--- config.mk ---
export PLATFORM = sky130hd
export DESIGN_NAME = screenchar_write_arbiter
export DESIGN_NICKNAME = d
export VERILOG_FILES = /design/src/rtl/screenchar_write_arbiter.sv
export SDC_FILE = /design/constraint.sdc
export NUM_CORES = 1
export LEC_CHECK = 0
export CORE_MARGIN = 2
export CORE_UTILIZATION = 35
export CTS_BUF_LIST = sky130_fd_sc_hd__clkbuf_4 sky130_fd_sc_hd__clkbuf_8 sky130_fd_sc_hd__clkbuf_16
export DETAILED_ROUTE_END_ITERATION = 16
export PLACE_DENSITY = 0.65
export SLEW_MARGIN = 10
export SYNTH_ARGS = -nofsm -noshare
export SYNTH_HDL_FRONTEND = slang
export SYNTH_SLANG_ARGS = --single-unit
--- constraint.sdc ---
create_clock -name clock -period 3.06 [get_ports clock]
set_clock_uncertainty 0.15 [all_clocks]
set_input_delay 0.459 -clock clock [delete_from_list [all_inputs] [get_ports clock]]
set_output_delay 0.459 -clock clock [all_outputs]
set_load 0.01 [all_outputs]
--- src/rtl/screenchar_write_arbiter.sv ---
// screenchar_write_arbiter
// Owns the single write port of the 256 x 8 screen character memory.
// Two writers (0 = status fields, 1 = terminal printer) take the port in
// whole bursts under round-robin arbitration; an owner that stalls for
// TIMEOUT consecutive cycles is forcibly released.
//
// Optional clear engine: define SCREENCHAR_ARB_CLEAR_EN to compile in the
// full-screen clear (CLEAR state, pending flag, address counter). Without
// it clear_start is ignored and clear_busy is tied low.
//
// Handshake: a beat on requester n is accepted in every cycle where
// reqn & gntn are both high (reqn acts as valid, gntn as ready). The
// requester must hold reqn and its beat stable until granted; reqn low
// while granted is a stall, not a release. Only lastn on an accepted beat
// (or the stall timeout) ends ownership.
//
// dbg_state exposes the FSM encoding: 0 IDLE, 1 OWN0, 2 OWN1, 3 CLEAR.
module screenchar_write_arbiter #(
   parameter logic [7:0] CLEAR_CHAR = 8'h20,
   parameter int         TIMEOUT    = 16
) (
   input  logic       clock,
   input  logic       resetn,
   input  logic       req0,
   input  logic [7:0] idx0,
   input  logic [7:0] chr0,
   input  logic       last0,
   input  logic       req1,
   input  logic [7:0] idx1,
   input  logic [7:0] chr1,
   input  logic       last1,
   output logic       gnt0,
   output logic       gnt1,
   input  logic       clear_start,
   output logic       clear_busy,
   output logic       timeout_err,
   output logic [7:0] mem_wraddress,
   output logic [7:0] mem_data,
   output logic       mem_wren,
   output logic [1:0] dbg_state
);

   typedef enum logic [1:0] {
      IDLE  = 2'd0,
      OWN0  = 2'd1,
      OWN1  = 2'd2,
      CLEAR = 2'd3
   } state_t;

   // Forced release happens on the stall cycle that would make the count
   // reach TIMEOUT, so compare against TIMEOUT-1.
   localparam logic [7:0] STALL_LIMIT = 8'(TIMEOUT - 1);

   state_t     state;
   logic       rr_ptr;     // 0: requester 0 wins a tie, 1: requester 1 wins
   logic [7:0] stall_cnt;  // consecutive granted cycles without a beat

`ifdef SCREENCHAR_ARB_CLEAR_EN
   logic       clear_pend;
   logic [7:0] clr_cnt;

   assign clear_busy = clear_pend | (state == CLEAR);
`else
   logic clear_unused;

   assign clear_busy   = 1'b0;
   assign clear_unused = clear_start ^ (|CLEAR_CHAR);
`endif

   assign dbg_state = state;

   // Arbitration FSM, stall timer, clear engine and registered write port.
   always_ff @(posedge clock or negedge resetn) begin
      if (!resetn) begin
         state         <= IDLE;
         rr_ptr        <= 1'b0;
         stall_cnt     <= '0;
         gnt0          <= 1'b0;
         gnt1          <= 1'b0;
         timeout_err   <= 1'b0;
         mem_wren      <= 1'b0;
         mem_wraddress <= '0;
         mem_data      <= '0;
`ifdef SCREENCHAR_ARB_CLEAR_EN
         clear_pend    <= 1'b0;
         clr_cnt       <= '0;
`endif
      end else begin
         mem_wren    <= 1'b0;
         timeout_err <= 1'b0;
`ifdef SCREENCHAR_ARB_CLEAR_EN
         // A request while one is pending or running is dropped, not queued.
         if (clear_start && !clear_busy)
            clear_pend <= 1'b1;
`endif
         case (state)
            IDLE: begin
               stall_cnt <= '0;
`ifdef SCREENCHAR_ARB_CLEAR_EN
               if (clear_pend) begin
                  state      <= CLEAR;
                  clear_pend <= 1'b0;
                  clr_cnt    <= '0;
               end else
`endif
               if (req0 && (!req1 || !rr_ptr)) begin
                  state <= OWN0;
                  gnt0  <= 1'b1;
               end else if (req1) begin
                  state <= OWN1;
                  gnt1  <= 1'b1;
               end
            end

            OWN0: begin
               if (req0) begin
                  mem_wren      <= 1'b1;
                  mem_wraddress <= idx0;
                  mem_data      <= chr0;
                  stall_cnt     <= '0;
                  if (last0) begin
                     state  <= IDLE;
                     gnt0   <= 1'b0;
                     rr_ptr <= ~rr_ptr;
                  end
               end else if (stall_cnt == STALL_LIMIT) begin
                  state       <= IDLE;
                  gnt0        <= 1'b0;
                  timeout_err <= 1'b1;
                  rr_ptr      <= ~rr_ptr;
                  stall_cnt   <= '0;
               end else begin
                  stall_cnt <= stall_cnt + 8'd1;
               end
            end

            OWN1: begin
               if (req1) begin
                  mem_wren      <= 1'b1;
                  mem_wraddress <= idx1;
                  mem_data      <= chr1;
                  stall_cnt     <= '0;
                  if (last1) begin
                     state  <= IDLE;
                     gnt1   <= 1'b0;
                     rr_ptr <= ~rr_ptr;
                  end
               end else if (stall_cnt == STALL_LIMIT) begin
                  state       <= IDLE;
                  gnt1        <= 1'b0;
                  timeout_err <= 1'b1;
                  rr_ptr      <= ~rr_ptr;
                  stall_cnt   <= '0;
               end else begin
                  stall_cnt <= stall_cnt + 8'd1;
               end
            end

`ifdef SCREENCHAR_ARB_CLEAR_EN
            CLEAR: begin
               mem_wren      <= 1'b1;
               mem_wraddress <= clr_cnt;
               mem_data      <= CLEAR_CHAR;
               clr_cnt       <= clr_cnt + 8'd1;
               // The wrap from 255 back to 0 ends the sweep.
               if (clr_cnt == 8'hFF)
                  state <= IDLE;
            end
`endif

            default: state <= IDLE;
         endcase
      end
   end

endmodule

======== Word-level counts from Yosys, hierarchy flattened ========
Cells that the tools add are included.
operators by class
  add/subtract/negate cells ............... 1
  eq/ne operators ......................... 13
  mux-type cells .......................... 41
  bitwise gates (word level) .............. 1
  reductions and logical operators ........ 14
operators with widths
  cell                                                                   count
  8-bit 2-to-1 mux                                                       7
  8-bit case mux with 2 select lines                                     2
  8-bit case mux with 3 select lines                                     1
  1-bit 2-to-1 mux                                                       18
  3-bit != test, second input constant                                   5
  2-bit 2-to-1 mux                                                       7
  2-bit != test, second input constant                                   5
  1-bit case mux with 2 select lines                                     5
  3-bit AND reduction                                                    3
  8-bit by 1-bit adder with 8-bit output, second input constant          1
  8-bit by 4-bit equality test with 1-bit output, second input constant  1
  2-bit case mux with 3 select lines                                     1
  2-bit nonzero test                                                     3
  5-bit AND reduction                                                    1
  4-bit AND reduction                                                    1
  3-bit nonzero test                                                     1
  2-bit by 1-bit equality test with 1-bit output, second input constant  1
  2-bit equality test, second input constant                             1
  1-bit zero test                                                        2
  2-bit zero test                                                        1
  1-bit logical AND                                                      1
  1-bit logical OR                                                       1
  1-bit NOT                                                              1
word-level totals
  register bits ........................... 31
  input bits .............................. 39
  output and inout port bits .............. 23
  logic and storage cells ................. 79

======== Logic depth before layout (Yosys ltp) ========
Gate-level depths: netlist (run 1).
  depth in word-level cells ............... 5
  depth in mapped cells ................... 7
  mapped depth without buffers ............ 6

======== Worst setup path before layout (run 1) ========
No wires, ideal clock.
  path kind ............................... reg2reg
  start ................................... register state[0], in the netlist dbg_state[0]
  end ..................................... register mem_data[0]
  data arrival time ....................... 1.784 ns
  data required time ...................... 2.785 ns
  setup slack ............................. 1.002 ns
  cell stages (with the launch flop) ...... 8
  buffers on the path ..................... 1
  path through ............................ dfrtp_1 -> inv_1 -> ha_1 -> nand2b_1 -> nand2_1 -> nor2_2 -> buf_2 -> mux2_2
on the way
  longest elaborated chain between the ends .. 3
  elaborated cells on any way between the ends .. 7
ends and longest elaborated chain
  what                                                                                          line  text
  start: declaration                                                                            54    state_t state;
  start signal: assignment                                                                      75    state <= IDLE;
  start signal: assignment                                                                      107   state <= OWN0;
  start signal: assignment                                                                      110   state <= OWN1;
  2-bit equality test / 2-bit by 1-bit equality test with 1-bit output (equally long branches)  96    case (state)
  2-bit != test (no line) / 2-bit nonzero test (equally long branches)                          n/a
  3-bit AND reduction (no line)                                                                 n/a
  end signal: assignment                                                                        119   mem_data <= chr0;
  end signal: assignment                                                                        141   mem_data <= chr1;
  end: declaration                                                                              38    output logic [7:0] mem_data,
Several ways; a longest one is shown, not always the timed one.
A chain may end at the register's enable or synchronous reset.

======== Final worst setup path (run 1) ========
  start ................................... register state[0], in the netlist dbg_state[0]
  end ..................................... register mem_data[2]
Same word-level chain as after synthesis.

==> results.toml, run 1 <==
[outcome]
outcome = "finished, final reports clean"

[die]
die_width_um = 73.68
core_area_um2 = 4692
start_util = 0.3621
die_h_um = 73.68
dieArea_um2 = 5428
num_rows = 25
pin_count = 62

[synth]
seq_area_frac_synth = 0.4566
ys_warn_count = 0
syn_area_um2 = 1699
syn_avg_cell_area_um2 = 11.25
ys_ff_latch = 31
synthFlopType = "dfrtp_1"
synthArstFlopShare = 1.000
ys_types = 42
synth_nets = 196
synthCells = 151
synth-edff-count = 0

[worst_setup_path]
worstPathArrival_ns = 2.24
path_class = "reg2reg"
crit_chain = "inv_1, ha_1, buf_4, nor2_1, nor2_2, buf_4, mux2_2"
reg2reg_depth = 7
crit_path_start_kind = "flip-flop"
cp-end-kind = "flip-flop"
crit_top_cell = "buf_4"
cp_slowest_cell = "dfrtp_1"
cpPeakStageDelay_ns = 0.44
worstPathMaxFanout = 17
worstPathRequired_ns = 3.08

[cells_and_area]
drive_above_1_share = 0.2372
design_area_um2 = 2440
antenna_cells = 0
layout_commonest_cell = "clkdlybuf4s50_1"
nNetsFinal = 259
multiInputGateArea_um2 = 879.6
fillCellCount = 408
regArea_um2 = 775.7
synthToLayoutAreaGrowth_pct = 43.59
utilization = 0.5200
layout_common_cells = "59 x clkdlybuf4s50_1, 32 x mux2_2, 31 x dfrtp_1, 14 x nand2_1, 7 x nor2_1"
final_cells = 269

[pwr]
p_clk_frac = 0.154
peakVddDrop_uv = 385.7
switching_share = 0.3400
cellInternalPower_uw = 1426
combPwrFrac = 0.539
p_leak_uw = 0.001033
p_seq_frac = 0.307
powerDensity_nw_per_um2 = 885.5
power_switching_uw = 734.5

[route]
vias = 1400
first_pass_iters = 4
wl_per_cell_um = 14.16
viasPerCell = 5.204
drtIter0Drc = 49
drc_errors = 0
wirelength_um = 3809
ant_nets = 0

[sta]
maxSlewHeadroom = 0.6593
clock.fmax_mhz = 449.7
drv_slew = 0
rsz0062_at_grt = "false"
setup_viol = 0
worstMarginPinSlew_ns = 0.5063
post-route-period-util = 0.7267
hold_viol = 0
hold_ws_ns = 0.3252
setup_tns_ns = 0
min_period_ns = 2.224

[grt]
grt_util_all_layers = 0.1513
grt_max_degree = 32
grt_pass1_vias = 1455
antenna_found_initial = 0
grt_pass1_wl_um = 6313
grt_overflow = 0

[clock_tree]
clk_pin_slew_ns = 0.06
cts_setup_buffers = 0
cts_tree = "built"
cts-resized-gates = 0
clk_path_buf_depth = 2
ctsHoldBuffers = 0
cts_htree_levels = 2
clock_sinks = 31
cts_buffers = 5
cts_root_buffer = "clkbuf_8"
clk_latency_ns = 0.28

[placement]
gp_congestion = 0.8513
dpl.cell_count = 261
dp_hpwl_um = 2832
portBuffers = 59
place_area_um2 = 2351

[job]
maxCapViolations = 0

[worst_hold_path]
holdPathStages = 1
hold_class = "reg2reg"
[cell usage after synthesis (3+ instances only)]
master / number / area, um^2
nor2_1: 7 / 26.28
inv_1: 4 / 15.01
nand3_1: 3 / 15.01
a21oi_1: 3 / 15.01
dfrtp_1: 31 / 775.7
nand2b_1: 4 / 25.02
ha_1: 6 / 75.07
nand2_1: 14 / 52.55
mux2_2: 32 / 360.4
nor4_1: 3 / 18.77
o21ai_0: 5 / 25.02
[critical path, delay by kind of cell, from the launching register on]
kind	cells	cell delay [ns]
adders and majority gates	1	0.31
buffers and inverters	3	0.66
DFF	1	0.44
muxes	1	0.36
and+or+nand+nor	2	0.18
[power by group through the flow]
| stage | Combinational [uW] | Sequential [uW] | Clock [uW] |
|---|---|---|---|
| 2_1_floorplan | 635 | 724 | 0 |
| 3_3_place_gp | 1150 | 660 | 0 |
| 3_5_place_dp | 1170 | 669 | 0 |
| 4_1_cts | 1180 | 667 | 341 |
| 5_1_grt | 1270 | 684 | 361 |
| 6_report | 1160 | 664 | 332 |
[cell type report]
class | count | area share
repair buffers | 62 | 0.2513
inverters | 4 | 0.006154
clock buffers | 7 | 0.03436
flip-flops and latches | 31 | 0.3179
well taps | 54 | 0.02769
multi-input cells | 110 | 0.3605
clock inverters | 1 | 0.002051
[cell families (layout without fill, tap and decap cells)]
| group | count (synthesis) | after routing | synth area share |
|---|---|---|---|
| adders and majority gates | 6 | 6 | 0.04418 |
| xor gates and xnor gates | 3 | 3 | 0.01547 |
| buffers and inverters | 10 | 74 | 0.02577 |
| and+or+nand+nor | 41 | 41 | 0.1230 |
| DFF | 31 | 31 | 0.4566 |
| other | 1 | 1 | 0.002207 |
| muxes | 34 | 34 | 0.2239 |
| AOI/OAI and AO/OA | 25 | 25 | 0.1090 |
[worst paths after layout]
kind	from	slack, ns	endpoint
setup / recovery	dbg_state[0]	0.84	mem_data[2]
hold / removal	rr_ptr	0.33	rr_ptr
setup reg to reg	dbg_state[0]	0.84	mem_data[2]
hold reg to reg	rr_ptr	0.33	rr_ptr
max in group asynchronous	resetn	2.06	mem_wraddress[3]
min in group asynchronous	resetn	0.42	stall_cnt[1]
[metal layers]
layer,part of all wire,GRT usage,vias up
li1,-,-,668
met1,0.42,0.1727,673
met2,0.47,0.2470,51
met3,0.096,0.07133,8
met4,0.015,0.05455,0
met5,0,0,-
[through the flow]
stage / power (uW) / worst slack (ns)
2_1_floorplan: 1359 / 1.002
3_3_place_gp: 1807 / 0.7292
3_5_place_dp: 1843 / 0.7137
4_1_cts: 2188 / 0.7981
5_1_grt: 2310 / 0.6947
6_report: 2160 / 0.8362
[flip-flops by register name, indices dropped and copies added, names as in the netlist]
signal and count:
rr_ptr 1, dbg_state 2, mem_wraddress 8, stall_cnt 8, timeout_err 1, mem_wren 1
gnt0 1, gnt1 1, mem_data 8
Note: power is estimated with default switching activity, not from simulation.
==> run 2: changes to the inputs <==
==> constraint.sdc (replaced) <==
create_clock -name clock -period 2.19 [get_ports clock]
set_clock_uncertainty 0.15 [all_clocks]
set_input_delay 0.3285 -clock clock [delete_from_list [all_inputs] [get_ports clock]]
set_output_delay 0.3285 -clock clock [all_outputs]
set_load 0.01 [all_outputs]
==> run 2 against run 1 <==
Sequential power up 38%; power up 42%; critical path depth down 2; first-iteration DRC count down 2.0%; routed wire length up 1.5%; combinational power up 47%; die area unchanged; core utilization up 0.99 points; clock-buffer cell count unchanged; global-route usage up 0.68 points; non-clock buffer count up 4; clock power up 35%; critical endpoint is now mem_data[7]; largest cell class unchanged; highest routed layer unchanged.
==> results.toml, run 2 (synthesis gave the netlist of run 1 again) <==
[grt]
grt_util_all_layers = 0.1582
grt_pass1_wl_um = 6617
grt_pass1_vias = 1498
grt_overflow = 0
grt_max_degree = 32
antenna_found_initial = 0

[cells_and_area]
design_area_um2 = 2486
regArea_um2 = 775.7
synthToLayoutAreaGrowth_pct = 46.32
multiInputGateArea_um2 = 883.3
layout_common_cells = "59 x clkdlybuf4s50_1, 32 x mux2_2, 31 x dfrtp_1, 14 x nand2_1, 7 x nor2_1"
layout_commonest_cell = "clkdlybuf4s50_1"
drive_above_1_share = 0.2557
largest_registers = "mem_data x8, mem_wraddress x8, stall_cnt x8"
nNetsFinal = 263
fillCellCount = 406
antenna_cells = 0

[route]
drtIter0Drc = 48
vias = 1412
drc_errors = 0
first_pass_iters = 4
wl_met1_um = 1586
ant_nets = 0
wirelength_um = 3865
wl_met3_um = 388
top_layer_used = "met4"
met2_wirelength_um = 1860
wl_per_cell_um = 14.16
viasPerCell = 5.172

[pwr]
p_seq_frac = 0.299
peakVddDrop_uv = 576.1
powerDensity_nw_per_um2 = 1235
p_clk_frac = 0.146
power_switching_uw = 1025
cellInternalPower_uw = 2044
combPwrFrac = 0.555
p_leak_uw = 0.001059
switching_share = 0.3340

[die]
start_util = 0.3621
pin_count = 62
die_width_um = 73.68
num_rows = 25
core_area_um2 = 4692
dieArea_um2 = 5428
die_h_um = 73.68

[worst_setup_path]
crit_path_start_kind = "flip-flop"
path_class = "reg2reg"
cpPeakStageDelay_ns = 0.37
cp-end-kind = "flip-flop"
crit_chain = "inv_1, ha_1, buf_4, mux2_2, mux2_2"
worstPathMaxFanout = 15
worstPathArrival_ns = 2.04
crit_top_cell = "mux2_2"
worstPathRequired_ns = 2.20
cp_slowest_cell = "dfrtp_1"

[clock_tree]
clk_pin_slew_ns = 0.06
cts_htree_levels = 2
cts_buffers = 5
ctsHoldBuffers = 0
clk_path_buf_depth = 2
cts_root_buffer = "clkbuf_8"
cts_tree = "built"
clk_latency_ns = 0.28
clock_sinks = 31

[sta]
setup_tns_ns = 0
min_period_ns = 2.031
rsz0062_at_grt = "false"
post-route-period-util = 0.9274
maxSlewHeadroom = 0.6444
hold_viol = 0
clock.fmax_mhz = 492.4
drv_slew = 0
setup_ws_ns = 0.1589
worstMarginPinSlew_ns = 0.5285
setup_viol = 0

[worst_hold_path]
hold_class = "in2async"

[placement]
place_ws_ns = 0.08742
dp_hpwl_um = 2893
gp_congestion = 0.8638
place_area_um2 = 2394
portBuffers = 59

[job]
maxCapViolations = 0

[outcome]
outcome = "finished, final reports clean"
## run 2: worst paths after layout
check,start,to,slack (ns),cells after the start
worst max-delay path,dbg_state[0],mem_data[7],0.16,5
worst min-delay path,resetn,stall_cnt[5],0.30,2
worst max register to register,dbg_state[0],mem_data[7],0.16,5
worst min register to register,rr_ptr,rr_ptr,0.32,1
max in group asynchronous,resetn,mem_data[3],1.30,2
min in group clock,rr_ptr,rr_ptr,0.32,1
## run 2: critical path: cells and delay by family (launching register included)
family | cells | cell delay, ns
flops | 1 | 0.37
fa+ha+maj | 1 | 0.37
mux | 2 | 0.61
buf+inv | 2 | 0.40
## run 2: power by group through the flow
stage                     registers (uW)  logic, uW  clock network, uW
after floorplan                     1010        887                  0
after global placement               913       1670                  0
after detailed placement             923       1710                  0
final                                917       1700                447
after global routing                 943       1850                497
after CTS                            918       1730                472
## run 2: per-stage QoR
stage	utilization	std cells	total power [uW]	hold WS, ns
3_5_place_dp	0.5101	265	2637	0.3127
5_1_grt	0.5299	273	3293	0.3475
4_1_cts	0.5291	273	3119	0.3170
2_1_floorplan	-	151	1899	-0.1171
6_report	0.5299	273	3069	0.3036
3_3_place_gp	0.5101	265	2588	0.3111
## run 2: layer usage
| layer | vias up | track usage |
|---|---|---|
| li1 | 677 | - |
| met1 | 683 | 0.1907 |
| met2 | 48 | 0.2510 |
| met3 | 4 | 0.07819 |
| met4 | 0 | 0.04242 |
| met5 | - | 0 |
## run 2: cell type report
class | instances | area share
timing repair buffer | 66 | 0.2637
clock inverter | 1 | 0.002013
sequential | 31 | 0.3120
multi-input combinational | 110 | 0.3553
inverter | 4 | 0.006039
tap | 54 | 0.02718
clock buffer | 7 | 0.03372
## run 2: what timing repair did
action                                  in CTS  in global routing
endpoints found under the setup margin       0                  1
resized for setup                            0                  1
setup buffers                                0                  0
